<file path="config.mk">
export PLATFORM = sky130hd
export DESIGN_NAME = processor_slave_multi
export DESIGN_NICKNAME = d
export VERILOG_FILES = /design/src/rtl/processor_slave_multi.sv
export SDC_FILE = /design/constraint.sdc
export NUM_CORES = 1
export LEC_CHECK = 0
export ABC_AREA = 1
export ABC_CLOCK_PERIOD_IN_PS = 5150
export BUFFER_PORTS_ARGS = -buffer_cell sky130_fd_sc_hd__buf_2
export CAP_MARGIN = 15
export CORE_ASPECT_RATIO = 2
export CORE_UTILIZATION = 35
export CTS_BUF_LIST = sky130_fd_sc_hd__clkbuf_2
export DETAILED_ROUTE_END_ITERATION = 10
export PLACE_DENSITY = 0.49
export SLEW_MARGIN = 20
export SYNTH_ARGS = -nofsm -noshare
export SYNTH_HDL_FRONTEND = slang
export SYNTH_SLANG_ARGS = --single-unit
</file>
<file path="constraint.sdc">
create_clock -name clk -period 5.15 [get_ports clk]
set_input_delay 0.2575 -clock clk [delete_from_list [all_inputs] [get_ports clk]]
set_output_delay 0.2575 -clock clk [all_outputs]
set_load 0.02 [all_outputs]
</file>
<file path="src/rtl/processor_slave_multi.sv">
// Serial slave processor: assembles RX_LEN-byte command frames from the UART
// receiver and drains a byte FIFO to the UART transmitter via txStart/txBusy.
module processor_slave_multi #(
    parameter int unsigned RX_LEN     = 1,
    parameter int unsigned FIFO_AW    = 4,
    parameter int unsigned RX_TIMEOUT = 0
) (
    input  logic                clk,
    input  logic                rstn,
    input  logic                rxReady,
    input  logic [7:0]          rxData,
    input  logic                txBusy,
    output logic                txStart,
    output logic [7:0]          txData,
    output logic [7:0]          readdata,
    output logic                cmdValid,
    output logic [8*RX_LEN-1:0] cmdData,
    input  logic                newgotdata,
    input  logic [7:0]          gotdata,
    output logic [FIFO_AW:0]    fifoCount,
    output logic                fifoFull,
    output logic                overflow
);

    localparam int unsigned IDXW  = (RX_LEN > 1) ? $clog2(RX_LEN) : 1;
    localparam int unsigned TOW   = (RX_TIMEOUT > 0) ? $clog2(RX_TIMEOUT + 1) : 1;
    localparam int unsigned DEPTH = 2 ** FIFO_AW;

    localparam logic [IDXW-1:0]  LAST_IDX = IDXW'(RX_LEN - 1);
    localparam logic [TOW-1:0]   TO_LAST  = TOW'((RX_TIMEOUT > 0) ? RX_TIMEOUT - 1 : 0);
    localparam logic [FIFO_AW:0] FULL_CNT = (FIFO_AW + 1)'(DEPTH);

    // ------------------------------------------------------------------
    // RX frame assembler
    // ------------------------------------------------------------------
    logic [IDXW-1:0]     idx;
    logic [TOW-1:0]      tocnt;
    logic [8*RX_LEN-1:0] frame;
    logic [8*RX_LEN-1:0] frame_next;

    // Frame including the byte arriving this cycle, so cmdData is complete on the last byte
    always_comb begin
        frame_next = frame;
        frame_next[{idx, 3'b000} +: 8] = rxData;
    end

    always_ff @(posedge clk) begin
        if (!rstn) begin
            idx      <= '0;
            tocnt    <= '0;
            frame    <= '0;
            readdata <= '0;
            cmdValid <= 1'b0;
            cmdData  <= '0;
        end else begin
            cmdValid <= 1'b0;
            if (rxReady) begin
                frame <= frame_next;
                tocnt <= '0;
                if (idx == '0) begin
                    readdata <= rxData;
                end
                if (idx == LAST_IDX) begin
                    cmdData  <= frame_next;
                    cmdValid <= 1'b1;
                    idx      <= '0;
                end else begin
                    idx <= idx + 1'b1;
                end
            end else if (RX_TIMEOUT != 0 && idx != '0) begin
                // Partial frame abandoned; readdata intentionally keeps its byte 0
                if (tocnt == TO_LAST) begin
                    idx   <= '0;
                    tocnt <= '0;
                end else begin
                    tocnt <= tocnt + 1'b1;
                end
            end
        end
    end

    // ------------------------------------------------------------------
    // TX FIFO
    // ------------------------------------------------------------------
    typedef enum logic {
        S_IDLE,
        S_GAP
    } tx_state_t;

    tx_state_t          state;
    logic [7:0]         mem [DEPTH];
    logic [FIFO_AW-1:0] wptr;
    logic [FIFO_AW-1:0] rptr;
    logic               push;
    logic               pop;

    always_comb begin
        fifoFull = (fifoCount == FULL_CNT);
        push     = newgotdata && !fifoFull;
        pop      = (state == S_IDLE) && (fifoCount != '0) && !txBusy;
    end

    always_ff @(posedge clk) begin
        if (push) begin
            mem[wptr] <= gotdata;
        end
    end

    always_ff @(posedge clk) begin
        if (!rstn) begin
            wptr      <= '0;
            rptr      <= '0;
            fifoCount <= '0;
            overflow  <= 1'b0;
        end else begin
            if (push) begin
                wptr <= wptr + 1'b1;
            end
            if (pop) begin
                rptr <= rptr + 1'b1;
            end
            if (newgotdata && fifoFull) begin
                overflow <= 1'b1;
            end
            case ({push, pop})
                2'b10:   fifoCount <= fifoCount + 1'b1;
                2'b01:   fifoCount <= fifoCount - 1'b1;
                default: fifoCount <= fifoCount;
            endcase
        end
    end

    // ------------------------------------------------------------------
    // TX handshake FSM: the GAP state gives txBusy a cycle to rise
    // ------------------------------------------------------------------
    always_ff @(posedge clk) begin
        if (!rstn) begin
            state   <= S_IDLE;
            txStart <= 1'b0;
            txData  <= '0;
        end else begin
            case (state)
                S_IDLE: begin
                    if (pop) begin
                        txData  <= mem[rptr];
                        txStart <= 1'b1;
                        state   <= S_GAP;
                    end else begin
                        txStart <= 1'b0;
                    end
                end
                S_GAP: begin
                    txStart <= 1'b0;
                    state   <= S_IDLE;
                end
                default: begin
                    txStart <= 1'b0;
                    state   <= S_IDLE;
                end
            endcase
        end
    end

endmodule
</file>
==> run_results.csv, run 1 <==
group,metric,value,unit
yosys,synth_ff_type,"edfxtp_1",
global_route,grt.total_usage,18.8,%
yosys,synth-edff-count,128,
cts,clk_pin_slew_worst_paths,0.26,ns
worst_setup_path,slowest_stage,"dfxtp_1",
yosys,synth_most_common_cell,"nand2_1",
worst_setup_path,cp_top_family,"simple AND/OR/NAND/NOR gates",
global_route,grt.overflow.total,0,
yosys,async_flop_share,0,%
floorplan,num_rows,72,
route,drtPass1Iterations,5,
route,dr_total_vias,4990,
yosys,synthDistinctLibCells,21,
yosys,ys_seq_elements,160,
floorplan,ios,54,
worst_setup_path,cp_num_buf_inv,2,
route,top_layer_used,"met4",
worst_setup_path,max_stage_delay,0.49,ns
cts,cts_buffers,17,
worst_setup_path,r2r_end,"fifoCount[4]",
worst_setup_path,cp.arrival,3.36,ns
pwr,power.share.clock,21.4,%
worst_setup_path,r2r_cells,15,
floorplan,dieWidth,102,um
route,wl_met2,10200,um
place,placed_cells,998,
place,pre_cts_ws,2.59,ns
hold_path,holdPathStages,4,
global_route,grt_pass1_wl,27900,um
global_route,grt_pass1_vias,5032,
pwr,peakVddDrop,0.152,mV
pwr,powerDensity,412,mW/mm^2
finish,layout-drive-gt1-share,12.5,%
cts,cts_tree,"done",
pwr,p_comb_share,31.8,%
pwr,switching_share,38.5,%
route,drt-initial-drc-count,255,
yosys,synth_area,0.00701,mm^2
finish,stdcell_area,0.00797,mm^2
place,gp_congestion,0.767,
global_route,antenna_found_initial,1,
worst_setup_path,start_kind,"flop",
timing,tightestPinTransition,0.945,ns
route,wl_met1,6700,um
finish,fillers,1988,
timing,rsz0062_at_grt,"no",
cts,cts_root_buf,"clkbuf_2",
route,drc,0,
timing,fin_crit_sh,51.3,%
route,antenna_left,0,
worst_setup_path,rrSetupSlack,2.51,ns
pwr,p_seq_share,46.9,%
cts,post_cts_resized,0,
place,dpl_cell_area,0.00735,mm^2
timing,drv_slew,0,
worst_setup_path,worstSetupPathType,"flop to flop",
cts,cts_buffer_depth,2,
floorplan,die_area,0.0206,mm^2
hold_path,hold_path.class,"input pin to flop",
worst_setup_path,crit_required,5.86,ns
cts,cts_htree_levels,4,
worst_setup_path,cp_max_fo,21,
timing,finClkSkew,0.0415,ns
timing,fmax,378,MHz
route,dr_wl_met3,615,um
worst_setup_path,critical_path.most_common_cell,"nand2_1",
cts,cts_num_sinks,160,
yosys,postSynthCellCount,723,
yosys,synth_area_leaders,"edfxtp_1 (55%), nand2_1 (11%), dfxtp_1 (9.1%)",
yosys,seq_area_frac_synth,63.9,%
global_route,grt_max_degree,67,
floorplan,die_y,202,um
yosys,post-synth-top-area-cell,"edfxtp_1",
route,wirelength,17900,um
finish,final_util,40.9,%
floorplan,initial_core_util,36.0,%
worst_setup_path,rr_startpoint,"fifoCount[0]",
worst_setup_path,crit_path_end_kind,"flop",
timing,holdWs,0.270,ns
cts,worst_skew_pair.late_latency,0.76,ns
route,wl_per_cell,16.8,um
outcome,status,"completed",
floorplan,core,0.0195,mm^2
timing,slew_headroom,36.8,%
pwr,leakage,3.43,nW
place,post-dp-hpwl,11900,um
yosys,syn_area_per_cell,9.70,um^2
finish,instances_no_fill,1068,
timing,setup_ws,2.51,ns
yosys,syn-num-nets,752,
timing,finalSetupTns,0,ns
pwr,p_int,2.02,mW
timing,fin_crit,2.64,ns
worst_setup_path,crit_chain,"nor2_1 > nand4_1 > nand3_2 > inv_2 > ha_1 > xor2_1 > ha_1 > inv_1 > nand2_1 > nand3_1 > nand2_1 > nand2_1 > nand2_1 > nand2_1 > a21oi_1",
pwr,total_power,3.28,mW
yosys,synth.top_cell.area_share,54.8,%
timing,finalHoldViolations,0,
yosys,synthTopCellsByCount,"nand2_1 (199), edfxtp_1 (128), nand3_1 (96)",
place,port_buffers,53,
hold_path,whs_endpoint,"overflow",
hold_path,min_from,"newgotdata",
route,viasPerCell,4.67,
yosys,yosysWarningCount,0,
finish,nNetsFinal,824,
pwr,p_switching,1.26,mW
timing,setup_viol,0,
finish,synthToLayoutAreaGrowth,13.6,%
flow_run,maxCapViolCount,0,
-- worst max path at each step --
stage	cells after the start	slack, ns	start	to
CTS	15	2.50	fifoCount[0]	fifoCount[4]
finish	15	2.51	fifoCount[0]	fifoCount[4]
detailed placement	15	2.59	fifoCount[0]	fifoCount[4]
global route	15	2.24	fifoCount[0]	fifoCount[4]
global placement	15	2.68	fifoCount[0]	fifoCount[4]
floorplan	17	2.93	fifoCount[1]	fifoCount[4]
-- what timing repair did --
action	4_1_cts	5_1_grt
buffers inserted	0	0
hold buffers	37	0
setup endpoints to repair	0	0
endpoints found under the hold margin	148	0
-- cell families after synthesis --
family | synth area share (%)
adder cells (fa/ha/maj) | 1.43
XOR/XNOR | 0.749
AND/OR/NAND/NOR | 21.7
flip-flops | 63.9
AO/OA/AOI/OAI | 2.71
buffers and inverters | 9.42
-- layer usage --
metal  track usage [%]  vias to the layer above
met4              7.55                        0
met1              19.5                     2383
met3              3.60                       15
li1                  -                     2468
met2              35.6                      124
met5                 0                        -
-- worst min-delay path, cell delays in order --
cell and delay [ns]:
dlygate4sd3_1 0.51, buf_2 0.12, a21oi_1 0.07, nor2_1 0.07
-- layout by cell type, fill, tap and decap left out, drive strengths merged --
cell type	instances
diode	1
buf	56
nand3	97
dfxtp	32
clkinv	3
xor2	5
bufinv	2
o21ai	25
a21oi	13
ha	8
edfxtp	128
nand4	2
nor2	70
nand2	201
inv	107
clkbuf	18
clkinvlp	3
dlygate4sd3	37
xnor2	1
-- registers in the layout (all words and copies together), names as in the netlist --
| signal | cells |
|---|---|
| wptr | 4 |
| mem | 128 |
| state | 1 |
| rptr | 4 |
| txData | 8 |
| cmdValid | 1 |
| fifoCount | 5 |
| readdata | 8 |
| overflow | 1 |
-- layout make-up --
type	instances	area, um^2	share of cell area [%]
flip-flops and latches	160	4490	56.3
multi-input cells	422	1870	23.4
repair buffers	93	658	8.26
inverters	101	382	4.79
well taps	259	324	4.07
clock inverters	14	156	1.96
clock buffers	18	90.1	1.13
diodes	1	2.50	0.0314
-- power by group through the flow --
stage	Clock [mW]	Sequential, mW	Combinational, mW
2_1_floorplan	0	1.61	0.718
3_3_place_gp	0	1.56	1.02
3_5_place_dp	0	1.57	1.03
4_1_cts	0.728	1.54	1.06
5_1_grt	0.771	1.55	1.16
6_report	0.700	1.54	1.04
Note: power is estimated with default switching activity, not from simulation.
==> run 2: changes to the inputs <==
--- a/config.mk
+++ b/config.mk
@@ -6,7 +6,7 @@
 export NUM_CORES = 1
 export LEC_CHECK = 0
 export ABC_AREA = 1
-export ABC_CLOCK_PERIOD_IN_PS = 5150
+export ABC_CLOCK_PERIOD_IN_PS = 2750
 export BUFFER_PORTS_ARGS = -buffer_cell sky130_fd_sc_hd__buf_2
 export CAP_MARGIN = 15
 export CORE_ASPECT_RATIO = 2
==> constraint.sdc (replaced) <==
create_clock -name clk -period 2.75 [get_ports clk]
set_input_delay 0.1375 -clock clk [delete_from_list [all_inputs] [get_ports clk]]
set_output_delay 0.1375 -clock clk [all_outputs]
set_load 0.02 [all_outputs]
==> run 2 against run 1 <==
  * Design area up 1.5%
  * Combinational power up 95%
  * Core utilization up 0.60 points
  * Register-to-register slack worse by 2.1 ns
  * Worst setup slack worse by 2.1 ns
==> run_results.csv, run 2 (synthesis gave the netlist of run 1 again) <==
group,metric,value,unit
global_route,grt_max_degree,45,
route,top_layer_used,"met4",
worst_setup_path,worstSetupPathType,"flop to flop",
pwr,leakage,3.50,nW
cts,post-cts-setup-buffers,0,
route,drt-initial-drc-count,287,
finish,nNetsFinal,836,
floorplan,num_rows,72,
timing,setup_ws,0.436,ns
worst_setup_path,crit_chain,"nor2_1 > nand4_1 > nand2_2 > ha_1 > xor2_1 > ha_1 > inv_1 > nand2_1 > nand3_1 > nand2_1 > nand2_1 > nand2_1 > nand2_1 > a21oi_1",
floorplan,core,0.0195,mm^2
route,dr_total_vias,4997,
timing,fin_crit_sh,84.2,%
worst_setup_path,crit_end,"fifoCount[4]",
finish,final_common_cell,"nand2_1",
worst_setup_path,r2r_end,"fifoCount[4]",
global_route,grt_pass1_wl,27000,um
floorplan,initial_core_util,36.0,%
worst_setup_path,rrSetupSlack,0.44,ns
route,drc,0,
worst_setup_path,timing.critical_path.from,"fifoCount[0]",
timing,finClkSkew,0.0483,ns
finish,final_cell_mix,"nand2_1 (199), edfxtp_1 (128), nand3_1 (96), inv_1 (91), nor2_1 (70)",
route,wl_met2,9160,um
cts,cts_buffer_depth,2,
worst_setup_path,r2r_cells,14,
floorplan,dieWidth,102,um
finish,synthToLayoutAreaGrowth,15.3,%
route,wl_met1,6570,um
finish,largestRegisters,"mem: 128 flops, readdata: 8 flops, txData: 8 flops",
route,viasPerCell,4.63,
finish,largest_reg_flops,128,
timing,slew_headroom,44.3,%
pwr,peakVddDrop,0.279,mV
route,dr_wl_met3,644,um
route,wl_per_cell,15.9,um
cts,clk_pin_slew_worst_paths,0.27,ns
finish,layout-drive-gt1-share,13.7,%
place,gp_congestion,0.807,
flow_run,maxCapViolCount,0,
worst_setup_path,slowest_stage,"dfxtp_1",
route,drtPass1Iterations,5,
route,antenna_left,0,
hold_path,hold_path.class,"input pin to flop",
worst_setup_path,crit_required,3.45,ns
place,port_buffers,53,
worst_setup_path,crit_path_end_kind,"flop",
timing,drv_slew,0,
cts,cts_tree,"done",
place,pre_cts_ws,0.536,ns
pwr,powerDensity,779,mW/mm^2
timing,finalSetupTns,0,ns
worst_setup_path,cp_max_fo,8,
hold_path,min_from,"txBusy",
worst_setup_path,start_kind,"flop",
worst_setup_path,cp.arrival,3.01,ns
worst_setup_path,max_stage_delay,0.42,ns
global_route,antenna_found_initial,1,
cts,hold_buffers,39,
cts,cts_num_sinks,160,
global_route,grt.overflow.total,0,
timing,setup_viol,0,
floorplan,ios,54,
cts,cts_htree_levels,4,
timing,finalHoldViolations,0,
global_route,grt_pass1_vias,5064,
cts,cts_root_buf,"clkbuf_2",
outcome,status,"completed",
worst_setup_path,rr_startpoint,"fifoCount[0]",
timing,tightestPinTransition,0.833,ns
worst_setup_path,critical_path.most_common_cell,"nand2_1",
route,wirelength,17100,um
cts,worst_skew_pair.late_latency,0.76,ns
timing,fmax,432,MHz
place,post-dp-hpwl,11200,um
global_route,grt.total_usage,17.9,%
timing,fin_crit,2.31,ns
floorplan,die_y,202,um
floorplan,die_area,0.0206,mm^2
cts,post_cts_resized,0,
timing,rsz0062_at_grt,"no",
finish,regMostFlops,"mem",
cts,cts_buffers,17,
## run 2: changes by cell type in the layout (fill, tap and decap cells not counted), sizes merged
cell         change
buf             +10
bufinv           +1
clkinv           -1
clkinvlp         +1
dlygate4sd3      +2
inv              -1
## run 2: how the worst min path moves through the flow
stage                   to  cells after the start  slack [ns]
2_1_floorplan    mem[0][0]                      0        0.24
3_3_place_gp   readdata[1]                      3        0.36
3_5_place_dp   readdata[1]                      3        0.38
4_1_cts            rptr[0]                      5        0.18
5_1_grt            rptr[0]                      5        0.23
6_report           rptr[0]                      5        0.26
## run 2: critical path, delay by kind of cell, from the launching register on
family | cells | cell delay, ns
AO/OA/AOI/OAI | 1 | 0.11
XOR/XNOR | 1 | 0.23
adder cells (fa/ha/maj) | 2 | 0.51
buffers and inverters | 1 | 0.05
flip-flops | 1 | 0.42
AND/OR/NAND/NOR | 9 | 0.95
## run 2: power by group
group	switching, mW	internal (mW)
clock	0.885	0.527
sequential	0.0898	2.77
combinational	1.41	0.613
total	2.39	3.91
## run 2: layout make-up
type	count	area, um^2
clock inverters	14	181
fillers	1919	11400
flip-flops and latches	160	4490
multi-input cells	422	1870
inverters	101	379
repair buffers	105	753
well taps	259	324
diodes	1	2.50
clock buffers	18	90.1
## run 2: layer usage
metal	global-route usage, %	up-vias
li1	-	2491
met1	19.2	2320
met2	32.3	149
met3	2.94	37
met4	10.1	0
met5	0	-
## run 2: metrics by stage
stage,cells,util [%],power [mW],hold slack (ns),instance area (um^2)
3_5_place_dp,1008,38.1,4.90,0.375,7420
2_1_floorplan,723,-,4.36,0.236,7010
4_1_cts,1079,41.5,6.37,0.175,8080
5_1_grt,1080,41.5,6.68,0.232,8080
3_3_place_gp,1008,38.1,4.89,0.360,7420
6_report,1080,41.5,6.29,0.255,8080
==> run 3: changes to the inputs <==
--- a/config.mk
+++ b/config.mk
@@ -6,7 +6,7 @@
 export NUM_CORES = 1
 export LEC_CHECK = 0
 export ABC_AREA = 1
-export ABC_CLOCK_PERIOD_IN_PS = 2750
+export ABC_CLOCK_PERIOD_IN_PS = 2300
 export BUFFER_PORTS_ARGS = -buffer_cell sky130_fd_sc_hd__buf_2
 export CAP_MARGIN = 15
 export CORE_ASPECT_RATIO = 2
==> constraint.sdc (replaced) <==
create_clock -name clk -period 2.3 [get_ports clk]
set_input_delay 0.115 -clock clk [delete_from_list [all_inputs] [get_ports clk]]
set_output_delay 0.115 -clock clk [all_outputs]
set_load 0.02 [all_outputs]
==> run 3 against run 2 <==
  * Clock skew increased by 0.013 ns
  * Non-clock buffer count increased by 11
  * Worst setup slack got worse by 0.28 ns
  * Design area increased by 1.4%
  * Worst hold slack got worse by 0.045 ns
  * Largest power group unchanged
  * Critical path type unchanged
  * Die area unchanged
  * Critical path depth unchanged
==> run_results.csv, run 3 (synthesis gave the netlist of run 1 again) <==
group,metric,value,unit
timing,fmax,467,MHz
timing,fin_crit_sh,93.1,%
place,gp_congestion,0.884,
cts,clk_pin_slew_worst_paths,0.29,ns
floorplan,die_y,202,um
cts,cts_htree_levels,4,
floorplan,die_area,0.0206,mm^2
worst_setup_path,start_kind,"flop",
finish,nNetsFinal,847,
worst_setup_path,rr_startpoint,"fifoCount[0]",
global_route,grt_max_degree,67,
cts,cts_root_buf,"clkbuf_2",
pwr,powerDensity,911,mW/mm^2
worst_setup_path,crit_required,3.01,ns
route,viasPerCell,4.69,
cts,worst_skew_pair.late_latency,0.76,ns
finish,final_cell_mix,"nand2_1 (199), edfxtp_1 (128), nand3_1 (96), inv_1 (91), nor2_1 (70)",
finish,regMostFlops,"mem",
finish,final_common_cell,"nand2_1",
worst_setup_path,r2r_cells,14,
pwr,leakage,3.59,nW
finish,final_util,42.1,%
global_route,grt_pass1_wl,26900,um
floorplan,num_rows,72,
timing,setup_viol,0,
floorplan,initial_core_util,36.0,%
floorplan,core,0.0195,mm^2
timing,finalHoldViolations,0,
hold_path,whs_endpoint,"rptr[0]",
global_route,grt.total_usage,18.0,%
place,port_buffers,53,
cts,cts_tree,"done",
timing,drv_slew,0,
outcome,status,"completed",
finish,synthToLayoutAreaGrowth,16.9,%
route,antenna_left,0,
global_route,grt_pass1_vias,5270,
floorplan,ios,54,
timing,slew_headroom,62.2,%
finish,largest_reg_flops,128,
hold_path,min_from,"txBusy",
cts,cts_num_sinks,160,
timing,tightestPinTransition,0.567,ns
route,drt-initial-drc-count,191,
hold_path,hold_path.class,"input pin to flop",
route,dr_total_vias,5116,
worst_setup_path,crit_path_end_kind,"flop",
route,drc,0,
worst_setup_path,r2r_end,"fifoCount[4]",
finish,largestRegisters,"mem: 128 flops, readdata: 8 flops, txData: 8 flops",
route,drtPass1Iterations,5,
finish,layout-drive-gt1-share,15.0,%
hold_path,holdPathStages,5,
finish,stdcell_area,0.00820,mm^2
worst_setup_path,worstSetupPathType,"flop to flop",
worst_setup_path,cp_max_fo,8,
timing,finClkSkew,0.0613,ns
pwr,peakVddDrop,0.347,mV
flow_run,maxCapViolCount,0,
global_route,antenna_found_initial,1,
cts,cts_buffer_depth,2,
cts,cts_buffers,17,
place,post-dp-hpwl,11600,um
floorplan,dieWidth,102,um
place,dpl_cell_area,0.00753,mm^2
timing,fin_crit,2.14,ns
route,wirelength,17200,um
route,wl_per_cell,15.8,um
global_route,grt.overflow.total,0,
worst_setup_path,rrSetupSlack,0.16,ns
worst_setup_path,cp.arrival,2.85,ns
==> run 3: cell count changes in the layout (fill, tap and decap cells not counted), sizes merged <==
| cell | change |
|---|---|
| clkinvlp | -3 |
| dlygate4sd3 | -1 |
| clkbuf | -1 |
| inv | +5 |
| buf | +12 |
| bufinv | -1 |
==> run 3: routing by layer <==
layer / vias up / part of all wire [%] / global-route usage (%) / wire length [um]
met4: 0 / 5.3 / 10.5 / 905
met1: 2396 / 38 / 17.8 / 6540
met3: 41 / 3.3 / 3.87 / 564
met5: - / 0 / 0 / 0
li1: 2519 / - / - / -
met2: 160 / 53 / 33.1 / 9200
==> run 3: how the worst max path moves through the flow <==
stage	start	to	slack (ns)	cells after the start
4_1_cts	fifoCount[0]	fifoCount[4]	0.19	14
6_report	fifoCount[0]	fifoCount[4]	0.16	14
3_5_place_dp	fifoCount[0]	fifoCount[4]	0.24	14
5_1_grt	fifoCount[0]	fifoCount[4]	-0.008	14
2_1_floorplan	fifoCount[1]	fifoCount[4]	0.08	17
3_3_place_gp	fifoCount[0]	fifoCount[4]	0.28	14
==> run 3: timing repair <==
item	4_1_cts	5_1_grt
gates resized for setup	0	2
endpoints found under the hold margin	159	0
hold buffers	38	0
setup buffers	0	1
setup endpoints to repair	0	1
==> run 3: cell type report <==
cell class,instances,area [um^2]
clock buffers,17,85.1
multi-input cells,422,1870
diodes,1,2.50
repair buffers,116,858
fillers,1923,11300
well taps,259,324
flip-flops and latches,160,4490
clock inverters,15,190
inverters,101,379
==> run 3: report_power, final <==
group          switching [mW]  internal, mW  leakage [nW]
clock                    1.13         0.564         0.161
combinational            1.58         0.770          2.00
sequential              0.124          3.31          1.42
total                    2.83          4.64          3.59
==> run 3: per-stage QoR <==
stage	total power, mW	setup slack (ns)	setup TNS (ns)	std cells	hold slack [ns]
finish	7.47	0.160	0	1091	0.210
global route	7.96	-0.00831	-0.00831	1091	0.159
CTS	7.55	0.188	0	1089	0.137
detailed placement	5.80	0.240	0	1019	0.342
global placement	5.78	0.285	0	1019	0.335
floorplan	5.21	0.0827	0	723	0.214
==> run 3: critical path, stage by stage (launching register included) <==
cell and delay, ns:
dfxtp_2 0.41, nor2_1 0.16, nand4_1 0.20, nand2_4 0.18
ha_1 0.20, xor2_1 0.20, ha_1 0.17, inv_1 0.04
nand2_1 0.09, nand3_1 0.11, nand2_1 0.07, nand2_1 0.04
nand2_1 0.05, nand2_1 0.06, a21oi_1 0.11
